$ cat src/rtl/count01_sched.sv
// count01_sched
//   Shares one serial "01"-pattern counter among N requesters. An idle
//   scheduler picks the next requester round-robin, loads its W-bit word,
//   shifts it MSB-first through a 0->1 transition detector and returns the
//   number of detections with the requester ID on a valid/ready port.
//
// Ports
//   clk        : clock, all state updates on posedge
//   rst        : asynchronous, active-high reset
//   req[N]     : level request per requester, held until its gnt
//   data[N*W]  : word of requester i on bits [i*W +: W]
//   gnt[N]     : one-hot, registered, single-cycle acceptance pulse
//   busy       : high while a job is shifting or awaiting acceptance
//   res_valid  : result available
//   res_ready  : consumer accepts the result
//   res_id     : requester the result belongs to
//   res_count  : number of 0->1 transitions in the word
module count01_sched #(
  parameter int N   = 4,
  parameter int W   = 8,
  parameter int CW  = 4,
  parameter int IDW = 2
) (
  input  logic           clk,
  input  logic           rst,
  input  logic [N-1:0]   req,
  input  logic [N*W-1:0] data,
  output logic [N-1:0]   gnt,
  output logic           busy,
  output logic           res_valid,
  input  logic           res_ready,
  output logic [IDW-1:0] res_id,
  output logic [CW-1:0]  res_count
);

  localparam int BW = $clog2(W + 1);

  typedef enum logic [1:0] {
    IDLE  = 2'd0,
    SHIFT = 2'd1,
    DONE  = 2'd2
  } state_t;

  state_t         r_state;
  state_t         w_state_nxt;

  logic [IDW-1:0] r_ptr;
  logic [W-1:0]   r_sr;
  logic [BW-1:0]  r_bitcnt;
  logic [CW-1:0]  r_cnt;
  logic           r_prev;
  logic [N-1:0]   r_gnt;
  logic           r_vld;
  logic [IDW-1:0] r_id;
  logic [CW-1:0]  r_res_count;

  logic           w_found;
  logic [IDW-1:0] w_sel;
  logic [IDW-1:0] w_ptr_nxt;
  logic [N-1:0]   w_onehot;
  logic [W-1:0]   w_word;
  logic           w_bit;
  logic           w_last;

  // Round-robin pick: first set request scanning upward from the pointer,
  // wrapping modulo N (N need not be a power of two).
  always_comb begin : arb
    logic [IDW:0] v_idx;
    w_found = 1'b0;
    w_sel   = '0;
    v_idx   = '0;
    for (int k = 0; k < N; k++) begin
      v_idx = {1'b0, r_ptr} + (IDW+1)'(k);
      if (v_idx >= (IDW+1)'(N))
        v_idx = v_idx - (IDW+1)'(N);
      if (!w_found && req[v_idx[IDW-1:0]]) begin
        w_found = 1'b1;
        w_sel   = v_idx[IDW-1:0];
      end
    end
  end

  always_comb begin : ptr_next
    logic [IDW:0] v_nxt;
    v_nxt = {1'b0, w_sel} + (IDW+1)'(1);
    if (v_nxt >= (IDW+1)'(N))
      v_nxt = '0;
    w_ptr_nxt = v_nxt[IDW-1:0];
  end

  always_comb begin
    w_onehot = '0;
    w_word   = '0;
    for (int i = 0; i < N; i++) begin
      if (w_sel == IDW'(i)) begin
        w_onehot[i] = 1'b1;
        w_word      = data[i*W +: W];
      end
    end
  end

  assign w_bit  = r_sr[W-1];
  // W bit-consuming edges, then one edge that publishes the settled count.
  assign w_last = (r_bitcnt == BW'(W));

  // FSM: state register
  always_ff @(posedge clk or posedge rst) begin
    if (rst) r_state <= IDLE;
    else     r_state <= w_state_nxt;
  end

  // FSM: next state
  always_comb begin
    w_state_nxt = r_state;
    case (r_state)
      IDLE:    if (w_found)   w_state_nxt = SHIFT;
      SHIFT:   if (w_last)    w_state_nxt = DONE;
      DONE:    if (res_ready) w_state_nxt = IDLE;
      default:                w_state_nxt = IDLE;
    endcase
  end

  // FSM: outputs
  always_comb begin
    busy = (r_state == SHIFT) || (r_state == DONE);
  end

  // Datapath and result registers
  always_ff @(posedge clk or posedge rst) begin
    if (rst) begin
      r_ptr       <= '0;
      r_sr        <= '0;
      r_bitcnt    <= '0;
      r_cnt       <= '0;
      r_prev      <= 1'b1;
      r_gnt       <= '0;
      r_vld       <= 1'b0;
      r_id        <= '0;
      r_res_count <= '0;
    end else begin
      r_gnt <= '0;
      case (r_state)
        IDLE: begin
          if (w_found) begin
            r_sr        <= w_word;
            r_gnt       <= w_onehot;
            r_id        <= w_sel;
            r_cnt       <= '0;
            r_res_count <= '0;
            // prev=1 so the first bit can never register as a 0->1 edge
            r_prev      <= 1'b1;
            r_bitcnt    <= '0;
            r_ptr       <= w_ptr_nxt;
          end
        end
        SHIFT: begin
          if (!w_last) begin
            r_sr     <= {r_sr[W-2:0], 1'b0};
            r_prev   <= w_bit;
            r_bitcnt <= r_bitcnt + BW'(1);
            if (w_bit && !r_prev)
              r_cnt <= r_cnt + CW'(1);
          end else begin
            r_res_count <= r_cnt;
            r_vld       <= 1'b1;
          end
        end
        DONE: begin
          if (res_ready)
            r_vld <= 1'b0;
        end
        default: r_vld <= 1'b0;
      endcase
    end
  end

  assign gnt       = r_gnt;
  assign res_valid = r_vld;
  assign res_id    = r_id;
  assign res_count = r_res_count;

endmodule

$ cat config.mk
export PLATFORM = sky130hd
export DESIGN_NAME = count01_sched
export DESIGN_NICKNAME = d
export VERILOG_FILES = /design/src/rtl/count01_sched.sv
export SDC_FILE = /design/constraint.sdc
export NUM_CORES = 1
export LEC_CHECK = 0
export BUFFER_PORTS_ARGS = -buffer_cell sky130_fd_sc_hd__buf_2
export CAP_MARGIN = 20
export CORE_UTILIZATION = 52
export DETAILED_ROUTE_END_ITERATION = 8
export MAX_ROUTING_LAYER = met4
export PLACE_DENSITY_LB_ADDON = 0.08
export SLEW_MARGIN = 10
export SYNTH_ARGS = -nofsm -noshare
export SYNTH_HDL_FRONTEND = slang
export SYNTH_SLANG_ARGS = --single-unit
$ cat constraint.sdc
create_clock -name clk -period 2.6 [get_ports clk]
set_input_delay 0.52 -clock clk [delete_from_list [all_inputs] [get_ports clk]]
set_output_delay 0.52 -clock clk [all_outputs]
set_load 0.03 [all_outputs]
Yosys cells after proc, flatten, opt, wreduce, memory -nomap -nowiden
Index checks and enable logic that the tools add are counted.
- bits in registers: 32
- word-level logic and storage cells: 111
- input bits: 39
- output and inout port bits: 12
- add/sub/neg operators: 10
- equality and inequality tests: 11
- reduce and logical (&&, ||, !) cells: 18
- muxes and demuxes: 52
- magnitude comparators: 9
- bitwise gates (word level): 1
- operators with widths (kind ; count):
    8-bit two-way mux ; 6
    4-bit two-way mux ; 7
    2-bit two-way mux ; 12
    4-bit one-hot mux with 2 select lines ; 3
    1-bit two-way mux ; 16
    8-bit one-hot mux with 2 select lines ; 1
    3-bit >= comparator, second input constant ; 4
    2-bit by 3-bit less-than comparator with 1-bit output, second input constant ; 4
    3-bit AND reduction ; 4
    4-bit by 1-bit adder with 4-bit output, second input constant ; 2
    1-bit binary-select mux with 2-bit select ; 4
    2-bit != test, second input constant ; 4
    2-bit by 1-bit subtractor with 2-bit output, second input constant ; 4
    2-bit by 1-bit adder with 3-bit output, second input constant ; 2
    2-bit by 2-bit adder with 3-bit output, second input constant ; 2
    2-bit equality test, second input constant ; 3
    2-bit one-hot mux with 3 select lines ; 1
    2-bit by 1-bit equality test with 1-bit output, second input constant ; 2
    4-bit equality test, second input constant ; 1
    1-bit logical AND ; 4
    1-bit zero test ; 4
    2-bit zero test ; 2
    4-bit AND reduction ; 1
    2-bit by 3-bit >= comparator with 1-bit output, second input constant ; 1
    7 further kinds ; 7

Depth between registers and ports, before layout
- depth in word-level cells: 21
- depth in mapped cells: 11

Worst setup path before layout
Ideal clock, no wire load.
- path type: input to register
- from: in req[3]
- to: reg r_sr[6]
- path buffers: 2
- setup time: 129 ps
- arrival time: 2129 ps
- slack: 342 ps
- cell stages on the path: 10
- cell sequence: nand2b_1 nand2_1 a221o_1 inv_1 ha_1 buf_2 clkbuf_1 a21oi_1 a221oi_1 o31ai_1
- longest elaborated chain between the ends: 19
- RTL lines (item ; line ; source):
    start: declaration ; 26 ; input logic [N-1:0] req,
    1-bit binary-select mux with 2-bit select ; 76 ; if (!w_found && req[v_idx[IDW-1:0]]) begin
    1-bit two-way mux (implied by the code) ; 76 ;
    1-bit two-way mux ; 76 ;
    1-bit zero test ; 76 ;
    1-bit logical AND ; 76 ;
    1-bit two-way mux ; 76 ;
    1-bit zero test ; 76 ;
    1-bit logical AND ; 76 ;
    (+2 left out) ; n/a ;
    1-bit logical AND ; 76 ;
    2-bit two-way mux * ; 76 ;
    net w_sel[1] ; 58 ; logic [IDW-1:0] w_sel;
    2-bit zero test ; 95 ; if (w_sel == IDW'(i)) begin
    8-bit two-way mux (3 in a row) ; 95 ;
    8-bit two-way mux * ; 95 ;
    8-bit two-way mux * ; 144 ; if (w_found) begin
    8-bit one-hot mux with 2 select lines * ; 142 ; case (r_state)
    end signal: assignment ; 145 ; r_sr <= w_word;
    end signal: assignment ; 158 ; r_sr <= {r_sr[W-2:0], 1'b0};
    end: declaration ; 48 ; logic [W-1:0] r_sr;
Mark *: on every way through the listed nets, which the timed path passes. The rest lies on a longest branch. The select of a mux whose other input is x is not followed.
A chain may end at the register's enable or synchronous reset.

Worst setup path in the final report
- from: reg r_ptr[1]
- to: reg r_sr[6]
- longest elaborated chain between the ends: 21
- RTL lines (item ; line ; source):
    start: declaration ; 47 ; logic [IDW-1:0] r_ptr;
    start signal: assignment ; 153 ; r_ptr <= w_ptr_nxt;
    branches (longest 21 deep; another with 2-bit by 1-bit adder with 3-bit output) ; n/a ;
Several ways; the timed one is not identified. The select of a mux whose other input is x is not followed.

==> summary.md <==
| Metric | Value |
|---|---|
| Status | `completed` |
| Remaining antenna violation count | `0` |
| R2R Path End | `r_sr[6]` |
| Share of layout cells above drive strength 1 | `0.257` |
| I/O pin total | `51` |
| Vias per inst | `5.29` |
| Area growth syn-to-layout | `20.8%` |
| Die W | `62.8 µm` |
| Final Hold Viols | `0` |
| Sw Pwr | `1170 µW` |
| Clock root buffer | `clkbuf_8` |
| Primary FF master, synth | `dfrtp_1` |
| Fmax | `428 MHz` |
| CTS clk-pin slew, worst paths | `0.07 ns` |
| Clock Path Buffers | `2` |
| DRT iter0 DRCs | `84` |
| Sw Ratio | `0.444` |
| Dpl hpwl | `3.01 mm` |
| R2R Path Start | `r_ptr[1]` |
| CP arrival | `2.50 ns` |
| Setup slack, reg-to-reg | `0.27 ns` |
| Clock power share | `0.147` |
| Crit Path Class | `flip-flop to flip-flop` |
| Initial antenna violation count | `0` |
| Post-synth ARST share | `1.00` |
| DR pass1 iterations | `4` |
| Synth cell types | `40` |
| Pleak | `0.00119 µW` |
| Max rail drop VDD | `0.503 mV` |
| FP Rows | `21` |
| Slowest stage cell on the critical path | `dfrtp_1` |
| Ant diodes | `0` |
| Dpl cells | `314` |
| Worst Path Required | `2.77 ns` |
| Worst path buffer plus inverter count | `0` |
| Final Total Pwr | `2630 µW` |
| Total grt overflow | `0` |
| Register area share after synthesis | `0.417` |
| Worst-path cell chain | `nand2b_1, a21o_1, nand3_1, or2_2, ha_1, a21oi_1, o21ai_0, a221oi_1, o31ai_1` |
| Slew Viols, Final | `0` |
| Maxcap violations | `0` |
| Setup violations, final | `0` |
| DRC violations left | `0` |
| Fin Setup TNS | `0 ns` |
| Pwr per Cell Area | `1130 nW/µm²` |
| Synth Cell Area | `1920 µm²` |
| Worst Skew | `0.00826 ns` |
| Number of synthesized register bits | `32` |
| Critical path's top delay family | `compound AO/OA/AOI/OAI gates` |
| GPL Wtd Cong | `0.890` |
| CTS Hold Bufs | `0` |
| Setup crit end kind | `flip-flop` |
| Period utilization | `0.898` |
| Slowest stage delay, CP | `0.45 ns` |
| Net count after synthesis | `272` |
| Final Critical Period | `2.33 ns` |
| Initial core utilization | `0.559` |
| Util after Layout | `0.675` |
| Htree depth | `2` |
| Post_cts resized | `0` |
| Placeable Area | `3440 µm²` |
| Number of global-route vias before repair | `1648` |
| Die height | `62.8 µm` |
| HP Class | `primary input to asynchronous set/reset pin` |
| Ys Warns | `0` |
| # clock sinks | `32` |
| Synth Instances | `223` |
| Worst Setup Start Kind | `flip-flop` |
| WHS | `0.265 ns` |
| Post-synth EDFFs | `0` |
| CTS tree | `built` |
| CTS buffer count | `5` |
| Worst reg2reg path depth | `9` |
| Non-Filler Instances | `322` |
| Worst slew margin | `0.646` |
| Port Buffers | `50` |
| Worst-Skew Late Latency | `0.29 ns` |
| Mean Syn Cell Area | `8.62 µm²` |
| Fill count | `315` |
| Routed WL | `3.88 mm` |
| Unrepaired setup endpoints after global routing | `no` |
| Die Footprint | `3950 µm²` |
| First-pass GRT wire length | `7.02 mm` |
| Post CTS Setup Buffer Count | `0` |
| Routed WL per cell | `12.1 µm` |
| Worst Path Max Fanout | `17` |
| Tightest Pin Transition | `0.527 ns` |
| Largest net degree at the start of global routing | `19` |
| Int Pwr | `1470 µW` |
| Gate power share | `0.540` |
| Vias | `1704` |
| Total track usage | `0.233` |
| Total Nets Final | `324` |
| Seq pwr share | `0.313` |
## placed cells by master (no fill, tap or decap), types with 3 or more instances in the layout
cell type   n
nor2_1     14
clkbuf_8    6
nand2_1    33
nand4_1     4
inv_1      22
buf_4       8
nand3_1     4
o21ai_0    18
nand3b_1    3
mux2i_1     5
o31ai_1     9
a21oi_1    18
and2_1      5
nand2b_1    5
ha_1       10
a221oi_1    7
buf_2      50
dfrtp_1    31
## state kept, by name (all words and copies together) (netlist names)
name,count
r_sr,8
gnt,4
r_bitcnt,4
r_cnt,4
res_count,4
r_ptr,2
r_state,2
res_id,2
r_prev,1
res_valid,1
## routing by layer
layer	vias up	track usage	routed length, µm
met4	0	0.0785	57
met5	-	-	0
met2	54	0.367	1750
met1	770	0.296	1880
li1	874	-	-
met3	6	0.0493	192
## cells in the mapped netlist, types with 2 or more instances
library cell / instances / area share
nand2_1: 33 / 0.064
ha_1: 10 / 0.065
a21oi_1: 18 / 0.047
mux2i_1: 5 / 0.026
and2_1: 5 / 0.016
o21ai_0: 18 / 0.047
nand3_1: 4 / 0.010
buf_2: 4 / 0.010
nand3b_1: 3 / 0.012
nand4_1: 4 / 0.013
a221oi_1: 7 / 0.032
inv_1: 22 / 0.043
nand2b_1: 5 / 0.016
dfrtp_1: 31 / 0.40
clkbuf_1: 7 / 0.014
or3_1: 2 / 0.0065
nor2_1: 14 / 0.027
o31ai_1: 9 / 0.035
## kinds of logic after synthesis
kind of cell | Yosys count | share of synthesized area
mux | 6 | 0.0319
fa+ha+maj | 10 | 0.0651
simple gates | 76 | 0.196
flops | 32 | 0.417
compound gates | 64 | 0.215
buf+inv | 35 | 0.0748
## per-stage QoR
stage	setup slack, ns	area [µm²]
floorplan	0.342	1920
global placement	0.107	2230
detailed placement	0.0603	2230
CTS	0.290	2320
global route	0.0507	2320
finish	0.266	2320
## power groups by stage
stage          clock network, µW  logic (µW)  registers, µW
4_1_cts                      401        1430            825
6_report                     388        1420            825
2_1_floorplan                  0        1020            907
3_5_place_dp                   0        1430            832
3_3_place_gp                   0        1410            826
5_1_grt                      426        1620            855
## how the worst max path moves through the flow
stage | start | endpoint | depth (start not counted)
after floorplan | req[3] | r_sr[6] | 10
after global placement | req[3] | r_sr[6] | 9
after detailed placement | req[3] | r_sr[6] | 9
after CTS | r_ptr[1] | r_sr[6] | 9
after global routing | r_ptr[1] | r_sr[3] | 9
final | r_ptr[1] | r_sr[6] | 9
## cell type report
| class | instances | area, µm² | area share |
|---|---|---|---|
| Multi-Input combinational cell | 156 | 977 | 0.421 |
| Sequential cell | 32 | 802 | 0.345 |
| Timing Repair Buffer | 58 | 310 | 0.134 |
| Clock buffer | 6 | 82.6 | 0.0356 |
| Inverter | 22 | 82.6 | 0.0356 |
| Tap cell | 46 | 57.6 | 0.0248 |
| Clock inverter | 2 | 10.0 | 0.00431 |
Note: power is estimated with default switching activity, not from simulation.
